==> config.mk <==
export PLATFORM = sky130hd
export DESIGN_NAME = imem_loader
export DESIGN_NICKNAME = d
export VERILOG_FILES = /design/src/rtl/imem_loader_pkg.sv /design/src/rtl/imem_loader.sv
export SDC_FILE = /design/constraint.sdc
export NUM_CORES = 1
export LEC_CHECK = 0
export CORE_UTILIZATION = 40
export DETAILED_ROUTE_END_ITERATION = 10
export HOLD_SLACK_MARGIN = 0.06
export SKIP_LAST_GASP = 1
export SLEW_MARGIN = 20
export SYNTH_ARGS = -nofsm -noshare
export SYNTH_HDL_FRONTEND = slang
export SYNTH_SLANG_ARGS = --single-unit
==> constraint.sdc <==
create_clock -name clk -period 3.8 [get_ports clk]
set_input_delay 0.38 -clock clk [delete_from_list [all_inputs] [get_ports clk]]
set_output_delay 0.38 -clock clk [all_outputs]
set_load 0.05 [all_outputs]
==> src/rtl/imem_loader_pkg.sv <==
// Shared definitions for the instruction-memory byte loader and the memory write port.
// State encodings, frame layout constants and the bus widths used on both sides.
package imem_loader_pkg;

    localparam int BYTE_W    = 8;
    localparam int WORD_W    = 32;
    localparam int LEN_BYTES = 4;

    typedef enum logic [2:0] {
        ST_IDLE = 3'd0,
        ST_LEN  = 3'd1,
        ST_DATA = 3'd2,
        ST_CSUM = 3'd3,
        ST_DONE = 3'd4,
        ST_ERR  = 3'd5
    } state_t;

endpackage

==> src/rtl/imem_loader.sv <==
// Byte-stream program loader: parses a length/payload/checksum frame from a valid/ready
// byte channel, writes the payload into instruction memory and stalls the core meanwhile.
module imem_loader
    import imem_loader_pkg::*;
#(
    parameter int HEIGHT    = 256,
    parameter int BASE_ADDR = 0
) (
    input  logic              clk,
    input  logic              rst,
    input  logic              start,
    input  logic [BYTE_W-1:0] rx_data,
    input  logic              rx_valid,
    output logic              rx_ready,
    output logic              mem_we,
    output logic [WORD_W-1:0] mem_addr,
    output logic [BYTE_W-1:0] mem_data,
    output logic              cpu_hold,
    output logic              done,
    output logic              error
);

    localparam logic [WORD_W-1:0] MAX_LEN       = WORD_W'(HEIGHT - BASE_ADDR);
    localparam logic [WORD_W-1:0] BASE          = WORD_W'(BASE_ADDR);
    localparam logic [1:0]        LAST_LEN_BYTE = 2'(LEN_BYTES - 1);

    state_t            state;
    state_t            state_nx;
    logic [1:0]        byte_cnt;
    logic [WORD_W-1:0] len;
    logic [WORD_W-1:0] idx;
    logic [BYTE_W-1:0] sum;

    logic              beat;
    logic              restart;
    logic [WORD_W-1:0] len_full;
    logic [BYTE_W-1:0] csum_total;

    // Handshake and status are pure state decodes so rx_ready never depends on rx_valid.
    assign rx_ready = (state == ST_LEN) || (state == ST_DATA) || (state == ST_CSUM);
    assign done     = (state == ST_DONE);
    assign error    = (state == ST_ERR);
    assign cpu_hold = (state != ST_IDLE);

    assign beat       = rx_valid && rx_ready;
    assign restart    = start && ((state == ST_IDLE) || (state == ST_ERR));
    assign len_full   = {rx_data, len[WORD_W-1:BYTE_W]};
    assign csum_total = sum + rx_data;

    always_ff @(posedge clk or posedge rst) begin
        if (rst) begin
            state <= ST_IDLE;
        end else begin
            state <= state_nx;
        end
    end

    always_comb begin
        state_nx = state;
        case (state)
            ST_IDLE: begin
                if (start) state_nx = ST_LEN;
            end
            ST_LEN: begin
                if (beat && (byte_cnt == LAST_LEN_BYTE)) begin
                    if (len_full > MAX_LEN)        state_nx = ST_ERR;
                    else if (len_full == '0)       state_nx = ST_CSUM;
                    else                           state_nx = ST_DATA;
                end
            end
            ST_DATA: begin
                if (beat && (idx == len - 1'b1)) state_nx = ST_CSUM;
            end
            ST_CSUM: begin
                if (beat) state_nx = (csum_total == '0) ? ST_DONE : ST_ERR;
            end
            ST_DONE: state_nx = ST_IDLE;
            ST_ERR: begin
                if (start) state_nx = ST_LEN;
            end
            default: state_nx = ST_IDLE;
        endcase
    end

    // Length is shifted in from the top so the first byte lands in len[7:0].
    // Write port is registered: a payload beat shows up as a write on the next cycle.
    always_ff @(posedge clk or posedge rst) begin
        if (rst) begin
            byte_cnt <= '0;
            len      <= '0;
            idx      <= '0;
            sum      <= '0;
            mem_we   <= 1'b0;
            mem_addr <= '0;
            mem_data <= '0;
        end else begin
            mem_we <= 1'b0;
            if (restart) begin
                byte_cnt <= '0;
                len      <= '0;
                idx      <= '0;
                sum      <= '0;
            end else if (beat) begin
                case (state)
                    ST_LEN: begin
                        len      <= len_full;
                        byte_cnt <= byte_cnt + 1'b1;
                    end
                    ST_DATA: begin
                        mem_we   <= 1'b1;
                        mem_addr <= BASE + idx;
                        mem_data <= rx_data;
                        idx      <= idx + 1'b1;
                        sum      <= csum_total;
                    end
                    default: ;
                endcase
            end
        end
    end

endmodule
==> results of run 1 <==
-- final timing paths --
check	endpoint	slack, ns
setup / recovery	state[0]	0.79
min in group asynchronous	idx[4]	0.49
hold / removal	mem_addr[13]	0.47
setup reg to reg	state[0]	0.79
max in group asynchronous	len[20]	2.84
hold reg to reg	mem_addr[13]	0.47
-- tightest hold or removal path: stages, from the launching register on --
cell and delay [ns]:
dfrtp_1 0.34, nand2_1 0.05, nand2_1 0.05
-- routing by layer --
metal	global-route usage, %	wire [um]	vias up
li1	-	-	2622
met1	28.42	7927	2648
met2	35.01	8023	123
met3	4.583	638	25
met4	8.997	422	0
met5	0	0	-
-- registers in the layout, summed over array words and instances (netlist names) --
name      cells
byte_cnt      2
state         3
idx          32
len          32
mem_we        1
mem_data      8
sum           8
mem_addr     32
-- synth_stat cells, drive strengths merged (2+ instances only) --
master	count	area (um^2)
nand3b	3	22.52
inv	16	60.06
a21boi	2	15.01
dfrtp	118	2953
xor2	35	306.5
a21oi	44	220.2
clkbuf	42	160.1
o21ai	31	155.2
and4	3	26.28
nor3	25	125.1
mux2i	5	50.05
bufbuf	2	65.06
nand2b	2	12.51
a211oi	3	22.52
xnor2	41	359.1
a2111oi	2	36.29
or2	2	12.51
buf	3	26.27
nor2b	5	31.28
and3	10	63.81
nand3	20	100.1
a21o	2	15.01
o22ai	7	43.79
nand4	16	100.1
nor4	13	81.33
nor2	59	221.5
a41oi	2	17.52
or3	9	56.30
or4	7	65.06
a311oi	2	17.52
nand2	204	765.7
ha	10	125.1
-- power by group through the flow --
| stage | Combinational, mW | Sequential (mW) | Clock [mW] |
|---|---|---|---|
| after floorplan | 1.30 | 1.56 | 0 |
| after global placement | 1.56 | 1.72 | 0 |
| after detailed placement | 1.55 | 1.73 | 0 |
| after CTS | 1.56 | 1.70 | 1.60 |
| after global routing | 1.74 | 1.74 | 1.66 |
| final | 1.56 | 1.71 | 1.57 |
-- layout make-up --
cell class / instances / area [um^2] / area share [%]
Clock inverter: 13 / 131.4 / 1.698
Clock buffer: 19 / 452.9 / 5.854
Sequential cell: 118 / 2953 / 38.16
Inverter: 17 / 66.31 / 0.8571
Tap cell: 216 / 270.3 / 3.493
Multi-Input combinational cell: 578 / 3208 / 41.46
Timing Repair Buffer: 67 / 655.6 / 8.473
-- cell usage in the layout, fill, tap and decap left out, drive strengths merged, types with 19 or more instances in the layout --
cell           instances
nand2                204
clkbuf                19
nor2                  59
o21ai                 31
dfrtp                118
a21oi                 44
xor2                  35
clkdlybuf4s50         56
xnor2                 41
nand3                 20
nor3                  25
-- per-stage QoR --
| stage | util [%] | total power, mW |
|---|---|---|
| floorplan | - | 2.864 |
| global placement | 45.19 | 3.276 |
| detailed placement | 45.19 | 3.277 |
| CTS | 48.89 | 4.870 |
| global route | 48.89 | 5.133 |
| finish | 48.89 | 4.840 |
-- cell families (layout without fill, tap and decap cells) --
kind of cell,Yosys count,count (layout),synth area share [%]
buffers and inverters,64,116,4.872
multiplexers,5,5,0.7734
flip-flops,118,118,45.63
XOR/XNOR,76,76,10.29
adder cells (fa/ha/maj),11,11,2.243
AO/OA/AOI/OAI,104,104,9.590
AND/OR/NAND/NOR,382,382,26.60
==> flow_summary.yaml, run 1 <==
outcome:
  outcome: "complete, no violations"
timing:
  post-route-min-period_ns: 3.007
  unrepaired_setup_endpoints_after_global_routing: "false"
  timing.hold.ws_ns: 0.4695
  postLayoutSetupSlackWorst_ns: 0.7929
  timing.final.max_slew_violations: 0
  tightest_slew_ns: 0.7407
  finalCritPeriodShare_pct: 79.13
  timing.setup.tns_ns: 0
  finalHoldViolations: 0
  max-slew-margin-rel_pct: 50.48
  skew_ns: 0.007382
  peak_freq_mhz: 332.6
  setup_viol: 0
placed_design:
  buffer_ports.inserted: 56
  detailedPlacementHpwl_um: 11970
  pre_cts_ws_ns: 0.6443
  postPlaceCellArea_mm2: 0.007153
  dpl.cell_count: 996
  finalWeightedCongestion: 0.9225
critical_path:
  worstPathBufferInverterCount: 0
  worst-endpoint-arrival_ns: 3.36
  timing.critical_path.cells: "or4_4 > or4_4 > nor3_1 > nand4_1 > xnor2_1 > or4_1 > nor4_1 > a211o_1"
  critical-path-slowest-cell: "or4_4"
  crit_cells: 8
  crit_path_frequent_cell: "or4_4"
  critPathRequiredTime_ns: 4.16
  critical-path-max-stage-delay_ns: 0.58
  critPathCaptureType: "flip-flop"
  timing.critical_path.from: "len[8]"
  critical_path_peak_fanout: 8
  timing.rr.start: "len[8]"
  crit_family: "simple AND/OR/NAND/NOR gates"
  setup.worst_path.class: "flip-flop to flip-flop"
  worstSetupStartpointType: "flip-flop"
  worstRegToRegCells: 8
drt:
  wl_per_cell_um: 16.55
  wirelength_um: 17010
  drc: 0
  firstDrtPassIters: 5
  via_per_inst: 5.270
  via_count: 5418
  route.antenna.remaining_nets: 0
  drtIter0Drc: 337
cells_and_area:
  synthToLayoutAreaGrowth_pct: 19.57
  nets: 822
  final_cells: 1028
  drive_above_1_share_pct: 6.773
  finalInstanceArea_mm2: 0.007737
  diodes: 0
  nFillCells: 1509
yosys:
  number_of_warnings_printed_during_yosys_synthesis: 0
  syn-cell-area_mm2: 0.006471
  synth_cell_type_count: 53
  net_count_of_the_mapped_netlist: 783
  synth_sequential_area_ratio_pct: 45.63
  edff_count_synth: 0
  syn_area_per_cell_um2: 8.515
  netlist_instances: 760
  ys_seq_elements: 118
  synthArstFlopShare_pct: 100.0
  synthFlopType: "dfrtp_1"
floorplanning:
  die_height_um: 129.2
  coreArea_mm2: 0.01583
  initial_core_util_pct: 40.89
  io_pins: 57
  fp.dieArea_mm2: 0.01669
  fp.dieW_um: 129.2
  core.rowCount: 46
clock_network:
  ctsRootBufferMaster: "clkbuf_16"
  worst_skew_pair.late_latency_ns: 0.42
  post_cts_hold_buffer_count: 0
  clock_tree.buffer_depth: 2
  cts_repair_resize_count: 0
  clkSlewWorstSetupHoldPaths_ns: 0.05
  cts_sinks: 118
  cts.htree.levels: 4
  cts_tree: "yes"
  post_cts_buffers: 0
  cts_made_buffers: 17
global_route:
  groute.usage.overall_pct: 21.73
  grt_antenna_before_repair: 0
  grt_max_degree: 119
  grt_first_pass_wirelength_um: 27420
  grt_overflow: 0
  first_global_vias: 5196
min_path:
  min_path_cells: 2
  worst_hold_startpoint: "mem_addr[13]"
  hold_path.class: "flip-flop to flip-flop"
power:
  cellLeakagePower_nw: 3.418
  comb_power_share_pct: 32.2
  powerDensity_mw_per_mm2: 625.5
  seq_power_share_pct: 35.3
  switchingPower_mw: 1.790
  power_report.internal_total_mw: 3.051
  worst_ir_drop_vdd_v: 0.0003343
  sw_frac_of_total_pct: 36.97
  clockPowerShare_pct: 32.5
run:
  max_cap_violations: 0
Note: power is estimated with default switching activity, not from simulation.
==> run 2: changes to the inputs <==
- clock period: 3.8 -> 2.55 ns (I/O delays scaled with it)
==> run 2 against run 1 <==
Compared with the run above: total power increased by 67%; critical endpoint unchanged; the flow now finishes with violations (setup timing); first-iteration DRC count down 22%; fmax grew 7.3%; flip-flop and latch count stayed put; register-to-register slack got worse by 1.0 ns; sequential power increased by 36%; count of clock-buffer cells in the layout is 4 higher; clock power rose by 50%; routed wire length increased by 6.6%; critical path depth is the same.
==> flow_summary.yaml, run 2 (same netlist as run 1, synthesis figures left out) <==
drt:
  drtIter0Drc: 264
  route.antenna.remaining_nets: 0
  route.met3.wl_um: 700
  dr_wl_met2_um: 8859
  met1Wirelength_um: 8261
  wl_per_cell_um: 16.27
  via_count: 5717
  drc: 0
  firstDrtPassIters: 5
  wirelength_um: 18140
  highest_routed_metal_layer: "met4"
  via_per_inst: 5.127
placed_design:
  buffer_ports.inserted: 56
  pre_cts_ws_ns: -0.2858
  postPlaceCellArea_mm2: 0.007820
  finalWeightedCongestion: 0.8532
  detailedPlacementHpwl_um: 13200
cells_and_area:
  diodes: 0
  register_area_mm2: 0.002953
  nFillCells: 1481
  layout_common_cells: "nand2_1 (204), dfrtp_1 (118), buf_4 (96)"
  synthToLayoutAreaGrowth_pct: 30.70
  multi_input_logic_area_mm2: 0.003268
  final_common_cell: "nand2_1"
  nets: 909
  layout_top_registers: "idx: 32 flops, len: 32 flops, mem_addr: 32 flops"
  finalInstanceArea_mm2: 0.008458
  layout.core_utilization_pct: 53.44
  drive_above_1_share_pct: 16.46
timing:
  timing.final.max_slew_violations: 0
  post-route-min-period_ns: 2.803
  skew_ns: 0.01289
  setup_viol: 1
  unrepaired_setup_endpoints_after_global_routing: "true"
  finalHoldViolations: 0
  peak_freq_mhz: 356.7
  postLayoutSetupSlackWorst_ns: -0.2532
  max-slew-margin-rel_pct: 54.22
  tightest_slew_ns: 0.6867
  finalCritPeriodShare_pct: 109.9
run:
  max_cap_violations: 0
clock_network:
  cts_sinks: 118
  cts.htree.levels: 4
  post_cts_buffers: 0
  cts_made_buffers: 17
  clock_tree.buffer_depth: 2
  ctsRootBufferMaster: "clkbuf_16"
  post_cts_hold_buffer_count: 0
  clkSlewWorstSetupHoldPaths_ns: 0.05
  worst_skew_pair.late_latency_ns: 0.42
  cts_tree: "yes"
critical_path:
  setup.worst_path.class: "flip-flop to flip-flop"
  critical_path_peak_fanout: 4
  critPathRequiredTime_ns: 2.91
  crit_path_frequent_cell: "or4_4"
  worst-endpoint-arrival_ns: 3.16
  critical-path-max-stage-delay_ns: 0.56
  critPathCaptureType: "flip-flop"
  worstSetupStartpointType: "flip-flop"
  critical-path-slowest-cell: "or4_4"
  timing.critical_path.cells: "or4_4 > or4_4 > o21ai_1 > and3_1 > o22ai_1 > or4_4 > nor4_4 > a211o_1"
global_route:
  grt_first_pass_wirelength_um: 29560
  groute.usage.overall_pct: 23.56
  first_global_vias: 5601
  grt_overflow: 0
  grt_antenna_before_repair: 0
  grt_max_degree: 119
min_path:
  hold_path.class: "primary input to async pin"
floorplanning:
  io_pins: 57
  die_height_um: 129.2
  core.rowCount: 46
  initial_core_util_pct: 40.89
  fp.dieArea_mm2: 0.01669
  fp.dieW_um: 129.2
  coreArea_mm2: 0.01583
power:
  cellLeakagePower_nw: 3.872
  worst_ir_drop_vdd_v: 0.0005779
  powerDensity_mw_per_mm2: 953.4
outcome:
  violations: "setup timing"
  outcome: "complete, but fails checks"
-- run 2: path summary, 6_finish.rpt --
path	start	end	slack (ns)	cells after the start
worst max register to register	len[8]	state[0]	-0.25	8
worst max-delay path	len[8]	state[0]	-0.25	8
max in group asynchronous	rst	mem_data[4]	1.64	3
worst min register to register	mem_addr[13]	mem_addr[13]	0.47	2
min in group clk	mem_addr[13]	mem_addr[13]	0.47	2
worst min-delay path	rst	mem_addr[3]	0.35	3
-- run 2: timing repair --
action	in CTS	in global routing
pin swaps	0	2
resized for setup	2	12
endpoints found under the setup margin	1	4
-- run 2: report_power, final --
part / internal [mW] / switching [mW] / total [mW] / leakage (nW)
clock: 1.50 / 0.844 / 2.35 / 0.283
combinational: 1.59 / 1.81 / 3.39 / 1.98
sequential: 2.10 / 0.223 / 2.32 / 1.61
total: 5.19 / 2.87 / 8.06 / 3.87
-- run 2: metal layers --
metal  track usage, %  vias up
met1            30.15     2775
met4            9.273        0
met3            5.326       19
met2            38.68      122
met5                0        -
li1                 -     2801
-- run 2: worst max-delay path, delay by kind of cell (launching register included) --
family / cells / cell delay, ns
flops: 1 / 0.37
compound gates: 3 / 0.38
simple gates: 5 / 2.00
-- run 2: stage by stage --
| stage | total power, mW | instances | hold slack, ns | TNS [ns] |
|---|---|---|---|---|
| final | 8.064 | 1115 | 0.3522 | -0.2532 |
| after global routing | 8.544 | 1115 | 0.4454 | -0.3831 |
| after CTS | 8.031 | 1115 | 0.4183 | -0.2652 |
| after detailed placement | 5.600 | 1083 | 0.4611 | -0.6707 |
| after global placement | 5.567 | 1083 | 0.4578 | -0.4723 |
| after floorplan | 4.268 | 760 | 0.3604 | -0.1815 |
-- run 2: layout make-up --
type	instances	share of cell area [%]
clock buffer	23	5.651
clock inverter	9	1.183
inverter	17	0.7988
multi-input combinational	578	38.64
sequential	118	34.91
tap	216	3.195
timing repair buffer	154	15.62
==> run 3: changes to the inputs <==
- CELL_PAD_IN_SITES_DETAIL_PLACEMENT: default -> 0
- CELL_PAD_IN_SITES_GLOBAL_PLACEMENT: default -> 1
- GPL_ROUTABILITY_DRIVEN: default -> 0
- PLACE_DENSITY_LB_ADDON: default -> 0.1
==> run 3 against run 2 <==
Compared with the run above: the flow still finishes with violations (setup timing); count of clock-buffer cells in the layout unchanged; clock skew decreased by 0.0062 ns; die area unchanged; hold slack got worse by 0.11 ns.
==> flow_summary.yaml, run 3 (same netlist as run 1, synthesis figures left out) <==
clock_network:
  clkSlewWorstSetupHoldPaths_ns: 0.05
  ctsRootBufferMaster: "clkbuf_16"
  post_cts_hold_buffer_count: 0
  cts_sinks: 118
  cts.htree.levels: 4
  worst_skew_pair.late_latency_ns: 0.42
  cts_tree: "yes"
  clock_tree.buffer_depth: 2
  post_cts_buffers: 0
  cts_made_buffers: 17
timing:
  finalHoldViolations: 0
  unrepaired_setup_endpoints_after_global_routing: "true"
  postLayoutSetupSlackWorst_ns: -0.3213
  skew_ns: 0.006711
  post-route-min-period_ns: 2.871
  max-slew-margin-rel_pct: 58.32
  tightest_slew_ns: 0.6252
  finalCritPeriodShare_pct: 112.6
  timing.hold.ws_ns: 0.2459
  timing.final.max_slew_violations: 0
  peak_freq_mhz: 348.3
  setup_viol: 1
run:
  max_cap_violations: 0
drt:
  firstDrtPassIters: 5
  via_per_inst: 5.075
  wl_per_cell_um: 15.77
  drc: 0
  route.antenna.remaining_nets: 0
  via_count: 5709
  wirelength_um: 17750
  drtIter0Drc: 250
placed_design:
  detailedPlacementHpwl_um: 12680
  dpl.cell_count: 1093
  buffer_ports.inserted: 56
cells_and_area:
  nets: 919
  final_cells: 1125
  drive_above_1_share_pct: 17.71
  final_common_cell: "nand2_1"
  diodes: 0
  synthToLayoutAreaGrowth_pct: 32.91
  register_area_mm2: 0.002953
  multi_input_logic_area_mm2: 0.003273
  nFillCells: 1519
  layout_common_cells: "nand2_1 (204), dfrtp_1 (118), buf_4 (106)"
  layout_top_registers: "idx: 32 flops, len: 32 flops, mem_addr: 32 flops"
power:
  cellLeakagePower_nw: 3.951
  powerDensity_mw_per_mm2: 972.3
  worst_ir_drop_vdd_v: 0.0006041
outcome:
  outcome: "complete, but fails checks"
  violations: "setup timing"
floorplanning:
  die_height_um: 129.2
  initial_core_util_pct: 40.89
  fp.dieW_um: 129.2
  core.rowCount: 46
  io_pins: 57
  coreArea_mm2: 0.01583
  fp.dieArea_mm2: 0.01669
min_path:
  hold_path.class: "primary input to async pin"
critical_path:
  worstSetupStartpointType: "flip-flop"
  critPathCaptureType: "flip-flop"
  crit_path_frequent_cell: "or4_4"
  critical-path-max-stage-delay_ns: 0.55
  crit_family: "simple AND/OR/NAND/NOR gates"
  worst-endpoint-arrival_ns: 3.17
  critPathRequiredTime_ns: 2.85
  worstPathBufferInverterCount: 1
  timing.critical_path.cells: "or4_4 > or4_4 > or4_4 > and3_2 > nor3_2 > nor4_2 > buf_4 > a211o_1"
  critical-path-slowest-cell: "or4_4"
  setup.worst_path.class: "flip-flop to flip-flop"
  critical_path_peak_fanout: 4
global_route:
  grt_max_degree: 62
  grt_overflow: 0
  grt_first_pass_wirelength_um: 28940
  grt_antenna_before_repair: 0
  first_global_vias: 5672
  groute.usage.overall_pct: 22.65
==> run 3: cell type report <==
class                           instances  share of cell area [%]
Clock buffer                           23                   5.441
Sequential cell                       118                   34.33
Clock inverter                          9                   2.008
Inverter                               17                  0.7856
Multi-Input combinational cell        578                   38.06
Timing Repair Buffer                  164                   16.24
Tap cell                              216                   3.142
==> run 3: repair_timing <==
item,CTS,global route
gates resized for setup,0,13
setup endpoints to repair,1,6
cloned,0,0
==> run 3: power by group <==
group,switching (mW),internal (mW),leakage [nW],total [mW]
registers,0.189,2.10,1.61,2.29
logic,1.81,1.64,2.03,3.45
clock network,0.847,1.78,0.311,2.63
==> run 3: metal layers <==
metal	wire, um	track usage [%]
met1	8413	29.89
met2	8645	37.73
met3	506	4.418
met4	180	6.505
met5	0	0
==> run 3: worst paths after layout <==
check	cells after the start	to	from	slack, ns
worst min-delay path	2	idx[3]	rst	0.25
worst min register to register	2	mem_addr[19]	mem_addr[19]	0.47
worst max register to register	8	state[0]	len[8]	-0.32
worst max-delay path	8	state[0]	len[8]	-0.32
min in group clk	2	mem_addr[19]	mem_addr[19]	0.47
max in group asynchronous	3	len[21]	rst	1.62
==> run 3: per-stage QoR <==
step           setup TNS, ns  area (um^2)  utilization, %  setup WS (ns)  power, mW
2_1_floorplan        -0.1815         6475               -        -0.1815      4.268
3_3_place_gp          -1.165         7895           49.88        -0.2911      5.596
3_5_place_dp          -1.494         7895           49.88        -0.2867      5.650
4_1_cts              -0.3072         8536           53.93        -0.3072      8.316
5_1_grt              -0.4125         8601           54.34        -0.4125      8.851
6_report             -0.3213         8601           54.34        -0.3213      8.363
